[src/rtl/ibex_fetch_pkg.sv]
// Shared types and constants for the fetch-side instruction realignment queue.
// Compressed-instruction support is enabled by defining IBEX_FETCH_ALIGN_RVC_EN.
package ibex_fetch_pkg;

    localparam int unsigned FETCH_FIFO_DEPTH = 3;
    localparam logic [1:0]  OPC_UNCOMPRESSED = 2'b11;

    typedef struct packed {
        logic [31:0] rdata;
        logic        valid;
    } fetch_entry_t;

    function automatic logic is_compressed(input logic [15:0] instr);
        return instr[1:0] != OPC_UNCOMPRESSED;
    endfunction

endpackage

[src/rtl/ibex_fetch_realigner.sv]
// Combinational instruction extractor: picks one aligned instruction from the head words.
// The halfword/straddle path exists only when IBEX_FETCH_ALIGN_RVC_EN is defined.
module ibex_fetch_realigner
    import ibex_fetch_pkg::*;
#(
    parameter int unsigned CntW = 3
) (
    input  logic [31:0]     entry0_i,
`ifdef IBEX_FETCH_ALIGN_RVC_EN
    input  logic [31:0]     entry1_i,
    input  logic            half_i,
`endif
    input  logic [CntW-1:0] count_i,
    output logic [31:0]     rdata_o,
    output logic            is_compressed_o,
    output logic [1:0]      needed_words_o,
    output logic            valid_o
);

    // NOTE: every output gets a default before any branch so no latch is inferred.
    always_comb begin
        rdata_o         = '0;
        is_compressed_o = 1'b0;
        needed_words_o  = 2'd1;
        if (count_i != '0) begin
`ifdef IBEX_FETCH_ALIGN_RVC_EN
            // NOTE: blocking assignment here, so is_compressed_o is read back with its new value.
            if (!half_i) begin
                is_compressed_o = is_compressed(entry0_i[15:0]);
                rdata_o         = is_compressed_o ? {16'h0000, entry0_i[15:0]} : entry0_i;
            end else begin
                is_compressed_o = is_compressed(entry0_i[31:16]);
                if (is_compressed_o) begin
                    rdata_o = {16'h0000, entry0_i[31:16]};
                end else begin
                    rdata_o        = {entry1_i[15:0], entry0_i[31:16]};
                    needed_words_o = 2'd2;
                end
            end
`else
            rdata_o = entry0_i;
`endif
        end
    end

    assign valid_o = count_i >= CntW'(needed_words_o);

endmodule

[src/rtl/ibex_fetch_align_fifo.sv]
// Fetch word queue feeding IF/ID: stores fetched words and emits one aligned instruction
// per handshake, with an empty-queue bypass. RVC realignment under IBEX_FETCH_ALIGN_RVC_EN.
module ibex_fetch_align_fifo
    import ibex_fetch_pkg::*;
#(
    parameter int unsigned DEPTH = FETCH_FIFO_DEPTH
) (
    input  logic        clk,
    input  logic        rst_n,
    input  logic        clear_i,
    input  logic [31:0] in_addr_i,
    input  logic [31:0] in_rdata_i,
    input  logic        in_valid_i,
    output logic        in_ready_o,
    output logic        out_valid_o,
    input  logic        out_ready_i,
    output logic [31:0] out_rdata_o,
    output logic [31:0] out_addr_o,
    output logic        out_is_compressed_o,
    output logic        out_valid_stored_o
);

    localparam int unsigned CntW  = $clog2(DEPTH + 1);
    localparam int unsigned LCntW = $clog2(DEPTH + 2);

    fetch_entry_t    entries_q [DEPTH];
    fetch_entry_t    entries_d [DEPTH];
    logic [CntW-1:0] count_q, count_d;
    logic [31:0]     addr_q, addr_d;
    logic            addr_known_q, addr_known_d;

    logic             in_push;
    logic [LCntW-1:0] list_count;
    logic [31:0]      entry0;
    logic [1:0]       needed_words;
    logic             handshake;
    logic [31:0]      next_addr;
    logic             pop;
    logic             pop_stored;
    logic             push_store;
    logic [CntW-1:0]  wr_idx;

    assign in_push    = in_valid_i & ~clear_i;
    assign list_count = LCntW'(count_q) + LCntW'(in_push);
    assign entry0     = entries_q[0].valid ? entries_q[0].rdata : in_rdata_i;

`ifdef IBEX_FETCH_ALIGN_RVC_EN
    logic [31:0] entry1;
    logic        unused_addr_lsb;

    // With one stored word the input word is the second list entry.
    assign entry1          = entries_q[1].valid ? entries_q[1].rdata : in_rdata_i;
    assign out_addr_o      = addr_known_q ? addr_q : {in_addr_i[31:1], 1'b0};
    assign unused_addr_lsb = in_addr_i[0];
`else
    logic unused_addr_lsbs;

    assign out_addr_o       = addr_known_q ? addr_q : {in_addr_i[31:2], 2'b00};
    assign unused_addr_lsbs = ^in_addr_i[1:0];
`endif

    ibex_fetch_realigner #(
        .CntW (LCntW)
    ) u_realigner (
        .entry0_i        (entry0),
`ifdef IBEX_FETCH_ALIGN_RVC_EN
        .entry1_i        (entry1),
        .half_i          (out_addr_o[1]),
`endif
        .count_i         (list_count),
        .rdata_o         (out_rdata_o),
        .is_compressed_o (out_is_compressed_o),
        .needed_words_o  (needed_words),
        .valid_o         (out_valid_o)
    );

    assign out_valid_stored_o = (count_q != '0) && (count_q >= CntW'(needed_words));
    assign in_ready_o         = count_q <= CntW'(DEPTH - 2);

    assign handshake = out_valid_o & out_ready_i;
    assign next_addr = out_addr_o + (out_is_compressed_o ? 32'd2 : 32'd4);
`ifdef IBEX_FETCH_ALIGN_RVC_EN
    assign pop = handshake & ~next_addr[1];
`else
    assign pop = handshake;
`endif

    // A pop with nothing stored consumes the bypassed input word, which is then never written.
    assign pop_stored = pop & (count_q != '0);
    assign push_store = in_push & ~(pop & (count_q == '0));
    assign wr_idx     = count_q - CntW'(pop_stored);

    always_comb begin
        entries_d = entries_q;
        count_d   = count_q;
        if (clear_i) begin
            for (int unsigned i = 0; i < DEPTH; i++) begin
                entries_d[i].valid = 1'b0;
            end
            count_d = '0;
        end else begin
            if (pop_stored) begin
                for (int unsigned i = 0; i < DEPTH - 1; i++) begin
                    entries_d[i] = entries_q[i + 1];
                end
                entries_d[DEPTH-1] = '0;
                count_d            = count_q - CntW'(1);
            end
            if (push_store && (wr_idx < CntW'(DEPTH))) begin
                entries_d[wr_idx] = '{rdata: in_rdata_i, valid: 1'b1};
                count_d           = count_d + CntW'(1);
            end
        end
    end

    always_comb begin
        addr_d       = addr_q;
        addr_known_d = addr_known_q;
        if (clear_i) begin
            addr_known_d = 1'b0;
        end else if (handshake) begin
            addr_d       = next_addr;
            addr_known_d = 1'b1;
        end else if (in_push && !addr_known_q) begin
            addr_d       = out_addr_o;
            addr_known_d = 1'b1;
        end
    end

    // NOTE: the storage is a handful of flops, so data is reset along with the valid bits.
    always_ff @(posedge clk or negedge rst_n) begin
        if (!rst_n) begin
            for (int unsigned i = 0; i < DEPTH; i++) begin
                entries_q[i] <= '0;
            end
            count_q      <= '0;
            addr_q       <= '0;
            addr_known_q <= 1'b0;
        end else begin
            // NOTE: non-blocking updates so every flop samples the pre-edge state.
            entries_q    <= entries_d;
            count_q      <= count_d;
            addr_q       <= addr_d;
            addr_known_q <= addr_known_d;
        end
    end

    // The prefetch buffer may only have one word in flight beyond in_ready_o.
    assert property (@(posedge clk) disable iff (!rst_n)
        in_valid_i |-> (count_q != CntW'(DEPTH)));

endmodule
[config.mk]
export PLATFORM = sky130hd
export DESIGN_NAME = ibex_fetch_align_fifo
export DESIGN_NICKNAME = d
export VERILOG_FILES = /design/src/rtl/ibex_fetch_pkg.sv /design/src/rtl/ibex_fetch_realigner.sv /design/src/rtl/ibex_fetch_align_fifo.sv
export SDC_FILE = /design/constraint.sdc
export NUM_CORES = 1
export LEC_CHECK = 0
export CAP_MARGIN = 20
export CORE_ASPECT_RATIO = 1.4
export CORE_MARGIN = 4
export CORE_UTILIZATION = 53
export CTS_BUF_LIST = sky130_fd_sc_hd__clkbuf_4 sky130_fd_sc_hd__clkbuf_8 sky130_fd_sc_hd__clkbuf_16
export CTS_CLUSTER_DIAMETER = 30
export CTS_CLUSTER_SIZE = 30
export DETAILED_ROUTE_END_ITERATION = 10
export PLACE_DENSITY = 0.81
export SETUP_SLACK_MARGIN = 0.1
export SYNTH_ARGS = -nofsm -noshare
export SYNTH_HDL_FRONTEND = slang
export SYNTH_SLANG_ARGS = --single-unit
[constraint.sdc]
create_clock -name clk -period 4.04 [get_ports clk]
set_input_delay 0.808 -clock clk [delete_from_list [all_inputs] [get_ports clk]]
set_output_delay 0.808 -clock clk [all_outputs]
set_load 0.01 [all_outputs]
# Word-level counts from Yosys, hierarchy flattened
# Index checks and enable logic that the tools add are counted.
# W data, S select, Z words.
[totals]
ff_bits = 134
inputBits = 69
output_inout_bits = 68
elab_cells = 60
[op_classes]
n_addsub = 5
order_cmp = 6
n_mux = 21
bitwise_logic = 8
reduce_logical = 11
[ops]
columns = ["cell", "n"]
rows = [
  ["$mux W99", 3],
  ["$mux W32", 5],
  ["$bwmux W99", 1],
  ["$demux W33 S2", 1],
  ["$mux W33", 1],
  ["$add A32 B3 Y32 const B", 1],
  ["$mux W2", 4],
  ["$mux W1", 6],
  ["$reduce_bool A3 Y1", 2],
  ["$and A1 B1 Y1", 5],
  ["$logic_and A1 B1 Y1", 4],
  ["$reduce_bool A2 Y1", 2],
  ["$add A2 B1 Y3", 1],
  ["$ge A3 B1 Y1 const B", 1],
  ["$ge A3 B3 Y1 const B", 1],
  ["$lt A3 B1 Y1 const B", 1],
  ["$not A2 Y3", 1],
  ["$add A2 B1 Y2 const B", 1],
  ["$ge A2 B1 Y1 const B", 1],
  ["$le A2 B1 Y1 const B", 1],
  ["$logic_not A2 Y1", 1],
  ["$lt A2 B2 Y1 const B", 1],
  ["$not A1 Y1", 2],
  ["$reduce_and A2 Y1", 1],
  ["other kinds (3)", 3],
]

# Depth between registers and ports, before layout
[depth]
ltp_word = 15
mapped_depth = 14
depth_no_buf = 10

# Cells and area by module
# Synthesis repeated with hierarchy kept, for this count alone.
[unflattened]
cells_unflattened = 792
hier_area_um2 = 7664.9
[modules_own_cells]
columns = ["module", "instances", "cells_each", "area_each_um2", "seq_area_each_um2"]
rows = [
  ["ibex_fetch_align_fifo", 1, 742, 7239.4, 3353.2],
  ["ibex_fetch_realigner", 1, 50, 425.4, 0.0],
]

# Worst setup path after synthesis
# No wires, ideal clock.
[synth_timing]
path_type = "input -> register"
start = "input in_valid_i"
end = "register entries_q[10] (netlist bit)"
setup_ns = 0.121
arrival_ns = 3.078
t_required_ns = 3.919
slack_ns = 0.841
path_stages = 13
n_path_buf = 4
path_cell_list = "nor2b_1 buf_6 nand2_1 ha_1 o21ba_2 a21boi_1 and2_1 buf_2 mux2i_1 and3_1 buf_2 buf_4 a22o_1"
[synth_between]
elab_chain_cells = 13
word_cells_on_any_way = 21
cone_classes = "2 x add/sub; 4 x order compare; 6 x mux; 7 x bitwise; 2 x reduce/logical"
[synth_lines]
columns = ["element", "line", "source"]
rows = [
  ["start, declared", "ibex_fetch_align_fifo.sv:13", "input logic in_valid_i,"],
  ["$and A1 B1 Y1 *", "ibex_fetch_align_fifo.sv:43", "assign in_push = in_valid_i & ~clear_i;"],
  ["$add A2 B1 Y3", "ibex_fetch_align_fifo.sv:44", "assign list_count = LCntW'(count_q) + LCntW'(in_push);"],
  ["$ge A3 B1 Y1", "ibex_fetch_realigner.sv:46", "assign valid_o = count_i >= CntW'(needed_words_o);"],
  ["$and A1 B1 Y1", "ibex_fetch_align_fifo.sv:80", "assign handshake = out_valid_o & out_ready_i;"],
  ["$and A1 B1 Y1", "ibex_fetch_align_fifo.sv:89", "assign pop_stored = pop & (count_q != '0);"],
  ["$sub A2 B1 Y2", "ibex_fetch_align_fifo.sv:91", "assign wr_idx = count_q - CntW'(pop_stored);"],
  ["$not A2 Y3 (not written as such)", "ibex_fetch_align_fifo.sv:110", "entries_d[wr_idx] = '{rdata: in_rdata_i, valid: 1'b1};"],
  ["$ge A3 B3 Y1 (not written as such) or $lt A3 B1 Y1 (tied branches)", "ibex_fetch_align_fifo.sv:110", ""],
  ["$logic_and A1 B1 Y1 (not written as such)", "ibex_fetch_align_fifo.sv:110", ""],
  ["$mux W33 (not written as such)", "ibex_fetch_align_fifo.sv:110", ""],
  ["$demux W33 S2", "ibex_fetch_align_fifo.sv:110", ""],
  ["$bwmux W99", "ibex_fetch_align_fifo.sv:110", ""],
  ["$mux W99 *", "ibex_fetch_align_fifo.sv:109", "if (push_store && (wr_idx < CntW'(DEPTH))) begin"],
  ["end signal, assigned", "ibex_fetch_align_fifo.sv:141", "entries_q <= entries_d;"],
  ["end, declared", "ibex_fetch_align_fifo.sv:26", "fetch_entry_t entries_q [DEPTH];"],
]
# Mark *: on every way between the ends. The rest lies on a longest branch, timed or not. The select of a mux whose other input is x is not followed.
# A chain may end at the register's enable or synchronous reset.

# Worst setup path after layout
[layout_timing]
start = "input in_valid_i"
end = "output out_rdata_o[7]"
[layout_between]
elab_chain_cells = 4
[layout_lines]
columns = ["element", "line", "source"]
rows = [
  ["$and A1 B1 Y1", "ibex_fetch_align_fifo.sv:43", ""],
  ["$add A2 B1 Y3", "ibex_fetch_align_fifo.sv:44", ""],
  ["$reduce_bool A3 Y1", "ibex_fetch_realigner.sv:25", "if (count_i != '0) begin"],
  ["$mux W32", "ibex_fetch_realigner.sv:25", ""],
  ["end, declared", "ibex_fetch_align_fifo.sv:17", "output logic [31:0] out_rdata_o,"],
]
# Every way passes these cells.

==> impl.org <==
** Clock tree
- Deepest clock path buffer count :: 2
- The H-tree was split into 4 levels.
- For the worst-skew pair, the clock arrives at the later sink with an insertion delay of around 420 ps.
- The tree built by TritonCTS fans out to 134 sinks.
- TritonCTS built the clock tree.
- Library cell used as clock root buffer :: sky130_fd_sc_hd__clkbuf_16
- After clock tree synthesis, the clock-pin slew on the worst setup and hold paths is 60 ps.
- TritonCTS buffer count :: 17
- Number of hold buffers added after cts :: 0

** Floorplan
- CORE AREA :: between 0.01 and 0.015 mm^2
- The die is 107 um wide.
- The floorplan step set the die height to 146 um.
- Effective utilization at floorplan :: 0.541
- roughly 140 I/O pins were placed.
- Row count :: 50
- The floorplan step defined a die boundary enclosing 0.0156 mm^2.

** Critical path
- STA classifies the critical path startpoint as an input pin.
- Crit path top cell by count :: sky130_fd_sc_hd__clkdlybuf4s50_1
- The worst setup path is captured at a primary output.
- Worst Path Arrival :: 2990 ps
- Critical path required time :: 3230 ps
- Of all nets on the critical path, the largest fanout is 15.
- In this design, the stage delay of the slowest critical-path cell is a little under 500 ps.
- The signal on the critical path passes through clkdlybuf4s50_1, nor2b_1, nand2_1, ha_1, nor3b_2, buf_4, nor2_1, clkdlybuf4s50_1.
- Worst Setup Path Type :: in -> out
- The largest individual stage delay along the critical path comes from the cell sky130_fd_sc_hd__clkdlybuf4s50_1.

** Timing
- Final hold violations :: 0
- Highest clock rate :: 263 MHz
- In the finished design, the share of the clock period the worst path needs comes to 0.941.
- Worst Hold Slack :: roughly 400 ps
- Final Max Tran Viols :: 0
- The worst pin sits at a relative slew slack of 0.313.
- Setup repair after global routing missed its margin :: true
- Setup slack of the critical path after layout :: roughly 240 ps
- At the pin with the least slew margin, the transition time is 1030 ps.
- Final Critical Period :: about 3800 ps
- Setup violations remaining at the end of the flow were counted as 0.
- The clock arrives with 11.2 ps of skew.
- After routing, the total negative slack on setup checks comes to 0 ps.

** Final layout
- Once layout is complete, the utilization of the core stands at 0.701.
- Final net count :: approximately 960
- In the final layout, the share of cells above drive strength 1 is 0.104.
- Once layout is complete, the cells apart from fillers number around 1100.
- ANT cells :: 0
- Synthesis-to-layout area growth :: 29.6%
- Summing all non-filler instances in the final layout gives an area of roughly 0.0093 mm^2.

** Route
- For this run, design rule violations remaining after detail routing come to 0.
- Detailed Route Iter0 Violations :: 438
- The count of nets left with antenna violations once routing finished came out at 0.
- The first detailed-routing pass ran for 5 iterations.
- The routed design has 19600 um of wire.
- Dividing the detail-routed via count by the number of cells gives roughly 6.
- Across all layers, the routed design uses 6314 vias.
- After detailed routing, the average wire length per cell comes to ~18 um.

** Yosys
- Counting distinct cell types in the post-synthesis netlist gives 54.
- Register bit total from synthesis :: roughly 130
- After technology mapping, the gate count stands at roughly 760.
- Synthesis produced a netlist with a net count of about 840.
- Number of synthesized flops with an enable pin :: 0
- During synthesis, Yosys emitted a total of 0 warnings.
- Dividing the synthesized area by the synthesized cell count gives ~9.5 um^2.
- Sequential share of the synthesized area :: 0.465
- Synthesized area :: approximately 0.0072 mm^2
- Async S/R FF share, synth :: 1.00
- In the synthesized netlist the dominant register cell turns out to be sky130_fd_sc_hd__dfrtp_1.

** Global routing
- Largest net degree at the start of global routing :: 80
- The number of antenna violations at the first check in global routing came to 0.
- First-pass GRT wire length :: around 32000 um
- Remaining global-route overflow :: 0
- Across every metal layer, demand over resource in global routing totals 0.259.
- The number of global-route vias before repair is between 6000 and 7000.

** Place
- Area after DPL :: roughly 0.0087 mm^2
- Number of port buffers :: about 130
- Total instance count after detailed placement :: ~1000
- Summed over all nets, the half-perimeter wirelength after detailed placement is around 13000 um.
- Post-placement setup slack :: around 190 ps
- Final weighted congestion of routability-driven global placement :: ~0.86

** Power and ir drop
- Pwr Total :: around 6.3 mW
- Power spread over the standard cell area amounts to just under 700 mW/mm^2.
- Peak VDD IR :: between 0.3 and 0.4 mV
- The analysis attributes to cell leakage a power of between 3 and 4 nW.

** Status
- Result of the run :: complete, no violations

** Job
- Across the run, the number of max-cap violations was 0.

** Min path
- Worst Hold Class :: in -> async
==> synth_stat cells (all sizes together) (2+ instances only) <==
| master | n | area share |
|---|---|---|
| mux2 | 19 | 0.030 |
| o21ba | 2 | 0.0028 |
| clkbuf | 30 | 0.016 |
| o31ai | 2 | 0.0021 |
| nand2 | 60 | 0.031 |
| nor2b | 5 | 0.0043 |
| xnor2 | 20 | 0.024 |
| nand4b | 7 | 0.011 |
| nor2 | 164 | 0.085 |
| and2 | 5 | 0.0043 |
| nand2b | 4 | 0.0035 |
| a22o | 32 | 0.039 |
| nand4 | 7 | 0.0069 |
| buf | 26 | 0.025 |
| nor3b | 2 | 0.0021 |
| o22ai | 66 | 0.057 |
| nand3b | 2 | 0.0021 |
| nor3 | 2 | 0.0014 |
| nor4b | 3 | 0.0062 |
| a2111oi | 2 | 0.0076 |
| nand3 | 15 | 0.014 |
| dfrtp | 134 | 0.47 |
| mux2i | 43 | 0.060 |
| xor2 | 8 | 0.0097 |
| o21a | 2 | 0.0021 |
| and3 | 9 | 0.0078 |
| a21o | 5 | 0.0052 |
| inv | 15 | 0.0078 |
| o21ai | 33 | 0.023 |
| a21oi | 8 | 0.0071 |
| ha | 7 | 0.012 |
| a211o | 2 | 0.0024 |
| a32oi | 2 | 0.0024 |
| a31oi | 5 | 0.0064 |
==> routing by layer <==
layer | GRT usage | wire length, um
met1 | 0.307 | 7800
met5 | 0 | 0
met3 | 0.0604 | 1170
met4 | 0.104 | 424
met2 | 0.452 | 10200
==> final timing paths <==
path	start	end	slack [ps]	cells after the start
worst max-delay path	in_valid_i	out_rdata_o[7]	240	8
worst min-delay path	rst_n	addr_q[17]	410	1
worst max register to register	count_q[0]	entries_q[17]	940	10
worst min register to register	addr_q[30]	addr_q[30]	480	2
max in group asynchronous	rst_n	addr_q[2]	2720	2
min in group clk	addr_q[30]	addr_q[30]	480	2
==> area by class of cell <==
class / instances / area, um^2
multi-input combinational: 554 / 3510
inverter: 15 / 56.3
tap: 182 / 228
fill: 994 / 3990
clock inverter: 14 / 189
sequential: 134 / 3360
timing repair buffer: 158 / 1560
clock buffer: 18 / 439
==> sequential cells by signal (all words and copies together), names as in the netlist <==
register	count
count_q	2
addr_q	32
addr_known_q	1
entries_q	99
==> critical path: cells and delay by family <==
family                   cells  cell delay (ps)
AND/OR/NAND/NOR              4              610
buffers and inverters        3             1220
adder cells (fa/ha/maj)      1              350
==> where the power goes <==
group	switching [mW]	internal [mW]	total [mW]
registers	0.457	1.98	2.44
logic	1.08	1.12	2.20
clock network	0.647	1.01	1.65
total	2.19	4.10	6.29
==> cells in the final DEF, fill, tap and decap left out, types with 3 or more instances in the layout <==
master / Yosys / layout
sky130_fd_sc_hd__clkbuf_16: 0 / 17
sky130_fd_sc_hd__o21ai_1: 8 / 8
sky130_fd_sc_hd__o22ai_1: 66 / 66
sky130_fd_sc_hd__inv_6: 0 / 4
sky130_fd_sc_hd__nand2b_1: 4 / 4
sky130_fd_sc_hd__nor4b_2: 3 / 3
sky130_fd_sc_hd__buf_4: 5 / 21
sky130_fd_sc_hd__nand4b_1: 6 / 6
sky130_fd_sc_hd__nand2_1: 60 / 60
sky130_fd_sc_hd__buf_12: 0 / 3
sky130_fd_sc_hd__bufinv_16: 0 / 3
sky130_fd_sc_hd__clkinv_4: 0 / 3
sky130_fd_sc_hd__inv_1: 15 / 15
sky130_fd_sc_hd__a21o_1: 5 / 5
sky130_fd_sc_hd__ha_1: 7 / 7
sky130_fd_sc_hd__and2_1: 5 / 5
sky130_fd_sc_hd__a31oi_1: 4 / 4
sky130_fd_sc_hd__o21ai_0: 25 / 25
sky130_fd_sc_hd__xnor2_1: 20 / 20
sky130_fd_sc_hd__mux2i_1: 43 / 43
sky130_fd_sc_hd__nand3_1: 13 / 13
sky130_fd_sc_hd__mux2_2: 18 / 18
sky130_fd_sc_hd__dfrtp_1: 134 / 132
sky130_fd_sc_hd__a22o_1: 32 / 32
sky130_fd_sc_hd__nor2b_1: 5 / 5
sky130_fd_sc_hd__a21oi_1: 7 / 7
sky130_fd_sc_hd__nor2_1: 164 / 164
sky130_fd_sc_hd__xor2_1: 8 / 8
sky130_fd_sc_hd__nand4_1: 6 / 6
sky130_fd_sc_hd__clkdlybuf4s50_1: 0 / 132
sky130_fd_sc_hd__and3_1: 9 / 9
==> timing repair <==
item / 4_1_cts / 5_1_grt
setup buffers: 0 / 0
setup endpoints to repair: 0 / 1
gates resized for setup: 0 / 1
==> kinds of logic (layout without fill, tap and decap cells) <==
family / count (synthesis) / in the layout / synth area share
buf+inv: 71 / 205 / 0.0484
compound gates: 169 / 169 / 0.167
flops: 134 / 134 / 0.465
simple gates: 287 / 287 / 0.182
mux: 62 / 62 / 0.0899
xor+xnor: 28 / 28 / 0.0340
other cells: 1 / 1 / 0.000520
fa+ha+maj: 7 / 7 / 0.0122
No activity file was read; power rests on OpenSTA's default activity.
